===== config.mk =====
export PLATFORM = sky130hd
export DESIGN_NAME = msg_framer
export DESIGN_NICKNAME = d
export VERILOG_FILES = /design/src/rtl/msg_framer.sv
export SDC_FILE = /design/constraint.sdc
export NUM_CORES = 1
export LEC_CHECK = 0
export BUFFER_PORTS_ARGS = -buffer_cell sky130_fd_sc_hd__buf_2
export CORE_ASPECT_RATIO = 1.1
export CORE_MARGIN = 3
export CORE_UTILIZATION = 54
export CTS_BUF_LIST = sky130_fd_sc_hd__clkbuf_4 sky130_fd_sc_hd__clkbuf_8
export DETAILED_ROUTE_END_ITERATION = 16
export PLACE_DENSITY = 0.95
export RECOVER_POWER = 100
export SLEW_MARGIN = 20
export SYNTH_ARGS = -nofsm -noshare
export SYNTH_HDL_FRONTEND = slang
export SYNTH_SLANG_ARGS = --single-unit

===== constraint.sdc =====
create_clock -name clock -period 3 [get_ports clock]
set_clock_uncertainty 0.1 [all_clocks]
set_input_delay 0.15 -clock clock [delete_from_list [all_inputs] [get_ports clock]]
set_output_delay 0.15 -clock clock [all_outputs]
set_load 0.005 [all_outputs]

===== src/rtl/msg_framer.sv =====
// msg_framer: frames a length request plus a raw payload stream into a
// HEAD / DATA x len / TAIL beat stream for the message-tracking consumer.
//
// Optional feature: define MSG_FRAMER_CHKSUM_EN to build the XOR checksum
// register; TAIL then carries the XOR of the message payload. Without it
// the TAIL beat carries zero.
//
// Ports
//   clock      rising-edge clock
//   reset_n    asynchronous active-low reset
//   req_valid  message request present
//   req_ready  request accepted when req_valid & req_ready
//   req_len    number of DATA beats in the message
//   in_valid   payload beat present
//   in_ready   payload beat consumed when in_valid & in_ready
//   in_data    payload beat
//   out_valid  framed beat present
//   out_ready  framed beat taken when out_valid & out_ready
//   out_head   beat is the message header (data = zero-extended length)
//   out_tail   beat is the message trailer (data = checksum or 0)
//   out_data   beat contents
//   msg_ip     high from HEAD through the TAIL handshake
module msg_framer #(
    parameter int DATA_W = 8,
    parameter int LEN_W  = 4
) (
    input  logic              clock,
    input  logic              reset_n,
    input  logic              req_valid,
    output logic              req_ready,
    input  logic [LEN_W-1:0]  req_len,
    input  logic              in_valid,
    output logic              in_ready,
    input  logic [DATA_W-1:0] in_data,
    output logic              out_valid,
    input  logic              out_ready,
    output logic              out_head,
    output logic              out_tail,
    output logic [DATA_W-1:0] out_data,
    output logic              msg_ip
);

    typedef enum logic [1:0] {
        IDLE = 2'b00,
        HEAD = 2'b01,
        DATA = 2'b10,
        TAIL = 2'b11
    } state_t;

    state_t            state, state_nxt;
    logic [LEN_W-1:0]  len_q;
    logic [LEN_W-1:0]  count_q;
    logic [DATA_W-1:0] tail_data;
    logic              req_acc;
    logic              data_xfer;
    logic              last_beat;

    assign req_acc   = req_valid & req_ready;
    // DATA is a pass-through, so a payload beat moves only when the
    // consumer takes it.
    assign data_xfer = (state == DATA) & in_valid & out_ready;
    assign last_beat = data_xfer & (count_q == (len_q - LEN_W'(1)));

    // ---------------------------------------------------------------
    // State register
    // ---------------------------------------------------------------
    always_ff @(posedge clock or negedge reset_n) begin
        if (!reset_n) state <= IDLE;
        else          state <= state_nxt;
    end

    // ---------------------------------------------------------------
    // Next-state logic
    // ---------------------------------------------------------------
    always_comb begin
        state_nxt = state;
        case (state)
            IDLE: if (req_valid) state_nxt = HEAD;
            HEAD: if (out_ready) state_nxt = (len_q != '0) ? DATA : TAIL;
            DATA: if (last_beat) state_nxt = TAIL;
            // A request waiting during TAIL goes straight to HEAD.
            TAIL: if (out_ready) state_nxt = req_valid ? HEAD : IDLE;
            default: state_nxt = IDLE;
        endcase
    end

    // ---------------------------------------------------------------
    // Output logic
    // ---------------------------------------------------------------
    always_comb begin
        req_ready = 1'b0;
        in_ready  = 1'b0;
        out_valid = 1'b0;
        out_head  = 1'b0;
        out_tail  = 1'b0;
        out_data  = '0;
        case (state)
            // Held low while reset is asserted so nothing is accepted
            // until the block is released.
            IDLE: req_ready = reset_n;
            HEAD: begin
                out_valid            = 1'b1;
                out_head             = 1'b1;
                out_data[LEN_W-1:0]  = len_q;
            end
            DATA: begin
                out_valid = in_valid;
                out_data  = in_data;
                in_ready  = out_ready;
            end
            TAIL: begin
                out_valid = 1'b1;
                out_tail  = 1'b1;
                out_data  = tail_data;
                req_ready = out_ready;
            end
            default: ;
        endcase
    end

    assign msg_ip = (state != IDLE);

    // ---------------------------------------------------------------
    // Length latch and beat counter
    // ---------------------------------------------------------------
    always_ff @(posedge clock or negedge reset_n) begin
        if (!reset_n) begin
            len_q   <= '0;
            count_q <= '0;
        end else begin
            if (req_acc) begin
                len_q   <= req_len;
                count_q <= '0;
            end else if (data_xfer) begin
                count_q <= last_beat ? '0 : count_q + LEN_W'(1);
            end
        end
    end

`ifdef MSG_FRAMER_CHKSUM_EN
    logic [DATA_W-1:0] chk_q;

    always_ff @(posedge clock or negedge reset_n) begin
        if (!reset_n)       chk_q <= '0;
        else if (req_acc)   chk_q <= '0;
        else if (data_xfer) chk_q <= chk_q ^ in_data;
    end

    assign tail_data = chk_q;
`else
    assign tail_data = '0;
`endif

endmodule


-- Yosys cells after proc, flatten, opt, wreduce, memory -nomap -nowiden
Cells that the tools add are included.
- add/sub/neg operators: 2
- $mul: 0
- divide/modulo/power cells: 0
- $lt $le $gt $ge: 0
- equal/unequal tests: 8
- shifts and indexed selects: 0
- mux-type cells: 17
- bitwise operators: 4
- reductions and logical operators: 6
- operator list (operator ; count):
    2-to-1 mux 4 bit ; 4
    2-to-1 mux 2 bit ; 4
    inequality test 2 bit, second input constant ; 4
    one-hot mux 2 bit (4 select lines) ; 1
    one-hot mux 4 bit (2 select lines) ; 1
    2-to-1 mux 1 bit ; 5
    adder 4 x 1 -> 4 bit, second input constant ; 1
    AND 1 bit ; 4
    equality test 2 bit, second input constant ; 2
    equality test 4 bit ; 1
    one-hot mux 1 bit (2 select lines) ; 2
    AND reduction 4 bit ; 1
    nonzero test 2 bit ; 2
    nonzero test 4 bit ; 1
    subtractor 4 x 1 -> 4 bit, second input constant ; 1
    equality test 2 x 1 -> 1 bit, second input constant ; 1
    logical NOT 2 bit ; 1
    OR reduction 2 bit ; 1
- register bits after elaboration: 10
- bits in latches: 0
- bits in writable memories: 0
- memory bits (read-only): 0
- bits of input ports: 17
- word-level logic and storage cells: 40
- memories kept: 0

-- Depth between registers and ports, before layout
- depth after elaboration: 7
- gate-level depth with buffers: 7
- depth with buffers taken out: 6

-- Worst setup path after synthesis
Ideal clock, no wire load.
- path kind: register -> register
- start: register state[0]
- end: register len_q[2]
- setup time: 0.125 ns
- data arrival time: 1.586 ns
- path slack: 1.189 ns
- cell stages (with the launch flop): 6
- buffers on the path: 1
- cell sequence: dfrtp_1 > inv_1 > ha_1 > nor3b_1 > buf_2 > mux2_2
- longest elaborated chain between the ends: 3
- ends and longest elaborated chain (what ; RTL line ; source):
    start, declared ; 50 ; state_t state, state_nxt;
    start signal, assigned ; 69 ; else state <= state_nxt;
    equality test 2 bit or logical NOT 2 bit (tied branches) ; 97 ; case (state)
    one-hot mux 1 bit (2 select lines) * ; 97 ;
    AND 1 bit * ; 58 ; assign req_acc = req_valid & req_ready;
    end signal, assigned ; 132 ; len_q <= req_len;
    end, declared ; 51 ; logic [LEN_W-1:0] len_q;
Every way passes the cells marked *; elsewhere a longest branch is shown, timed or not.
A chain may end at the register's enable or synchronous reset.

-- Final worst setup path
- start: input reset_n
- end: register len_q[2]
- longest elaborated chain between the ends: 2
- ends and longest elaborated chain (what ; RTL line ; source):
    start, declared ; 28 ; input logic reset_n,
    one-hot mux 1 bit (2 select lines) ; 97 ;
    AND 1 bit ; 58 ;
Every way passes these cells.

==> flow_summary.ini <==
[cells_and_area]
finish.net_count = 151
multi_input_comb_area_sq_um = 529.3
synthToLayoutAreaGrowth_pct = 26.86
num-fill-cells = 107
drive_gt1_frac = 0.2698
antenna_cells = 0
final-seq-area_sq_um = 250.2
layout.cell_area.non_filler_sq_um = 1046

[hold_path]
hold_path_startpoint = req_len[2]
min_path_cells = 2
worst_hold_path_type = input port to register
hold_end = len_q[2]

[critical_path]
type_of_the_worst_setup_path = input port to register
worstReg2RegStart = state[1]
start_kind = input port
worst_r2r_path_depth = 5
arrival_ps = 2430
worstPathBufferInverterCount = 3
reg_to_reg_setup_timing_slack_ps = 800
critical_path.max_fanout = 11
endpoint_kind = register
critical_path.cell_chain = dlygate4sd3_1, clkbuf_1, a22oi_1, nor3b_1, clkbuf_1, mux2_2
crit_cells = 6
cpMaxStageDelayCell = sky130_fd_sc_hd__dlygate4sd3_1
cpLargestDelayFamily = buffers and inverters
critical_path.reg2reg.endpoint = len_q[2]
critPathLaunch = reset_n
timing.critical_path.slowest_cell_delay_ps = 550
critical_path_required_ps = 3050
crit_path_frequent_cell = sky130_fd_sc_hd__clkbuf_1

[clocking]
cts.htree.levels = 1
tritoncts = built
clkTransAtPathRegs_ps = 70
clk_tree_root_cell = sky130_fd_sc_hd__clkbuf_4
cts.path.max_buffers = 2
cts_resized = 0
clk_latency_ps = 270
clock_sink_count = 10
cts_buffers = 3

[status]
outcome = finished clean

[grt]
grt_antenna_before_repair = 0
first_global_vias = 730
pin_count_of_the_biggest_net_entering_global_routing = 16
grt.total_usage = 0.2193
gr-total-overflow = 0
wire_length_of_the_first_global_routing_pass_mm = 3.229

[placed_design]
gp_routability_congestion = 0.9154
half_perimeter_wire_length_after_detailed_placement_mm = 1.531
pre_cts_slack_ps = 917.1
detailed_place.area_sq_um = 988.4
place.port_buffers = 30

[power]
power.share.combinational = 0.634
clock_power_share = 0.118
ir_drop_uv = 559.1
static_leakage_nw = 0.4942
power.switching_mw = 0.4664
power_per_cell_area_nw_per_um2 = 995.1
p_sw_frac = 0.4481
pwr-share-seq = 0.248
power_after_layout_mw = 1.041
internal-power_mw = 0.5745

[drt]
drt-wirelength-per-cell_um = 14.72
dr_total_vias = 842
drtAntennaViolNets = 0
route.final.wire_length_mm = 2.090
avgViaCountPerCell = 5.930
remaining_drc_errors = 0
first_iter_violations = 22
detail_route.first_pass.iterations = 4

[sta]
final_hold_viol_count = 0
grt_setup_unrepaired = false
final.setup.tns_ps = 0
slew_hr = 0.5971
slew_violations = 0
timing.final.crit_share = 0.7933
setup-violations-final = 0
final_ws_setup_ps = 620.2
worst-slew-pin-transition_ps = 604.3
fmax_ghz = 0.4202
fin_crit_ps = 2380

[synthesis]
async_reset_ff_frac = 1.000
yosys.cell_count.top_type = sky130_fd_sc_hd__dfrtp_1
synth.largest_area_cell = sky130_fd_sc_hd__dfrtp_1
synth_top_cells_by_count = sky130_fd_sc_hd__dfrtp_1 (10), sky130_fd_sc_hd__ha_1 (7), sky130_fd_sc_hd__inv_1 (6), sky130_fd_sc_hd__nand2_1 (6)
ys_ff_latch = 10
post_synth_main_area_contributors = sky130_fd_sc_hd__dfrtp_1 (30%), sky130_fd_sc_hd__ha_1 (11%), sky130_fd_sc_hd__a22oi_1 (4.6%)
synth_area_sq_um = 824.5
yosys_warnings = 0
synth.avg_cell_area_sq_um = 9.162
synthCells = 90
synth_flop_cell = sky130_fd_sc_hd__dfrtp_1
seq_area_frac_synth = 0.3035
synth_top_cell_area_share = 0.3035
yosys.cell_types.count = 35
synth-edff-count = 0
mappedNetlistNets = 114

[floorplanning]
fp.coreArea_sq_um = 1401
die-area_sq_um = 2032
ports = 31
die_w_um = 43.26
rows = 14
fp.dieH_um = 46.99
floorplan.initialDensity = 0.5884

[flow_run]
drv_cap = 0
## power by group through the flow
stage	clock, mW	combinational [mW]	sequential (mW)
final	0.123	0.660	0.258
after global placement	0	0.629	0.253
after floorplan	0	0.480	0.239
after detailed placement	0	0.655	0.257
after CTS	0.127	0.662	0.254
after global routing	0.135	0.736	0.265
## cells in the final DEF, fill, tap and decap left out, types with 4 or more instances in the layout
cell type                        n
sky130_fd_sc_hd__ha_1            7
sky130_fd_sc_hd__a22oi_1         5
sky130_fd_sc_hd__nand3_1         4
sky130_fd_sc_hd__buf_2          22
sky130_fd_sc_hd__nor2_1          6
sky130_fd_sc_hd__dfrtp_1        10
sky130_fd_sc_hd__nor2b_1         4
sky130_fd_sc_hd__clkbuf_1        5
sky130_fd_sc_hd__dlygate4sd3_1   4
sky130_fd_sc_hd__nand2_1         6
sky130_fd_sc_hd__o21ai_0         4
sky130_fd_sc_hd__inv_1           6
## worst reg2reg max path, stage by stage, from the launching register on
cell and delay [ps]:
sky130_fd_sc_hd__dfrtp_1 410, sky130_fd_sc_hd__inv_1 110, sky130_fd_sc_hd__ha_1 390, sky130_fd_sc_hd__nor3b_1 220
sky130_fd_sc_hd__clkbuf_1 450, sky130_fd_sc_hd__mux2_2 400
## flip-flops by register name, indices dropped and copies added (netlist names)
register / flops
count_q: 4
len_q: 4
state: 2
## per-stage QoR
step,utilization,hold slack (ps),instances
after floorplan,-,-245.6,90
after global placement,0.7054,-70.12,134
after detailed placement,0.7054,-65.55,134
after CTS,0.7598,10.73,142
after global routing,0.7464,22.84,142
final,0.7464,21.41,142
## what timing repair did
action | 4_1_cts | 5_1_grt
endpoints found under the setup margin | 0 | 0
hold endpoints to repair | 13 | 0
buffers inserted | 0 | 0
hold buffers | 4 | 0
## how the worst max path moves through the flow
stage	to	slack, ps
after floorplan	len_q[2]	1190
after global placement	state[1]	1030
after detailed placement	state[1]	920
after CTS	state[1]	900
after global routing	len_q[2]	470
final	len_q[2]	620
## routing by layer
metal,GRT usage,part of all wire,up-vias
met4,0.1446,0.027,0
met3,0.03448,0.093,6
met2,0.3687,0.49,49
met1,0.2635,0.39,389
li1,-,-,398
met5,0,0,-
## logic make-up after synthesis
group / synth area share
adder cells (fa/ha/maj): 0.1062
multiplexers: 0.03945
AND/OR/NAND/NOR: 0.2640
flip-flops: 0.3035
buffers and inverters: 0.04400
XOR/XNOR: 0.06981
AO/OA/AOI/OAI: 0.1730
## layout make-up
cell class                 instances  share of cell area
multi-input combinational         71              0.5060
sequential                        10              0.2392
clock buffer                       4             0.03469
timing repair buffer              35              0.1794
tap                               16             0.01914
inverter                           6             0.02153
Note: power is estimated with default switching activity, not from simulation.
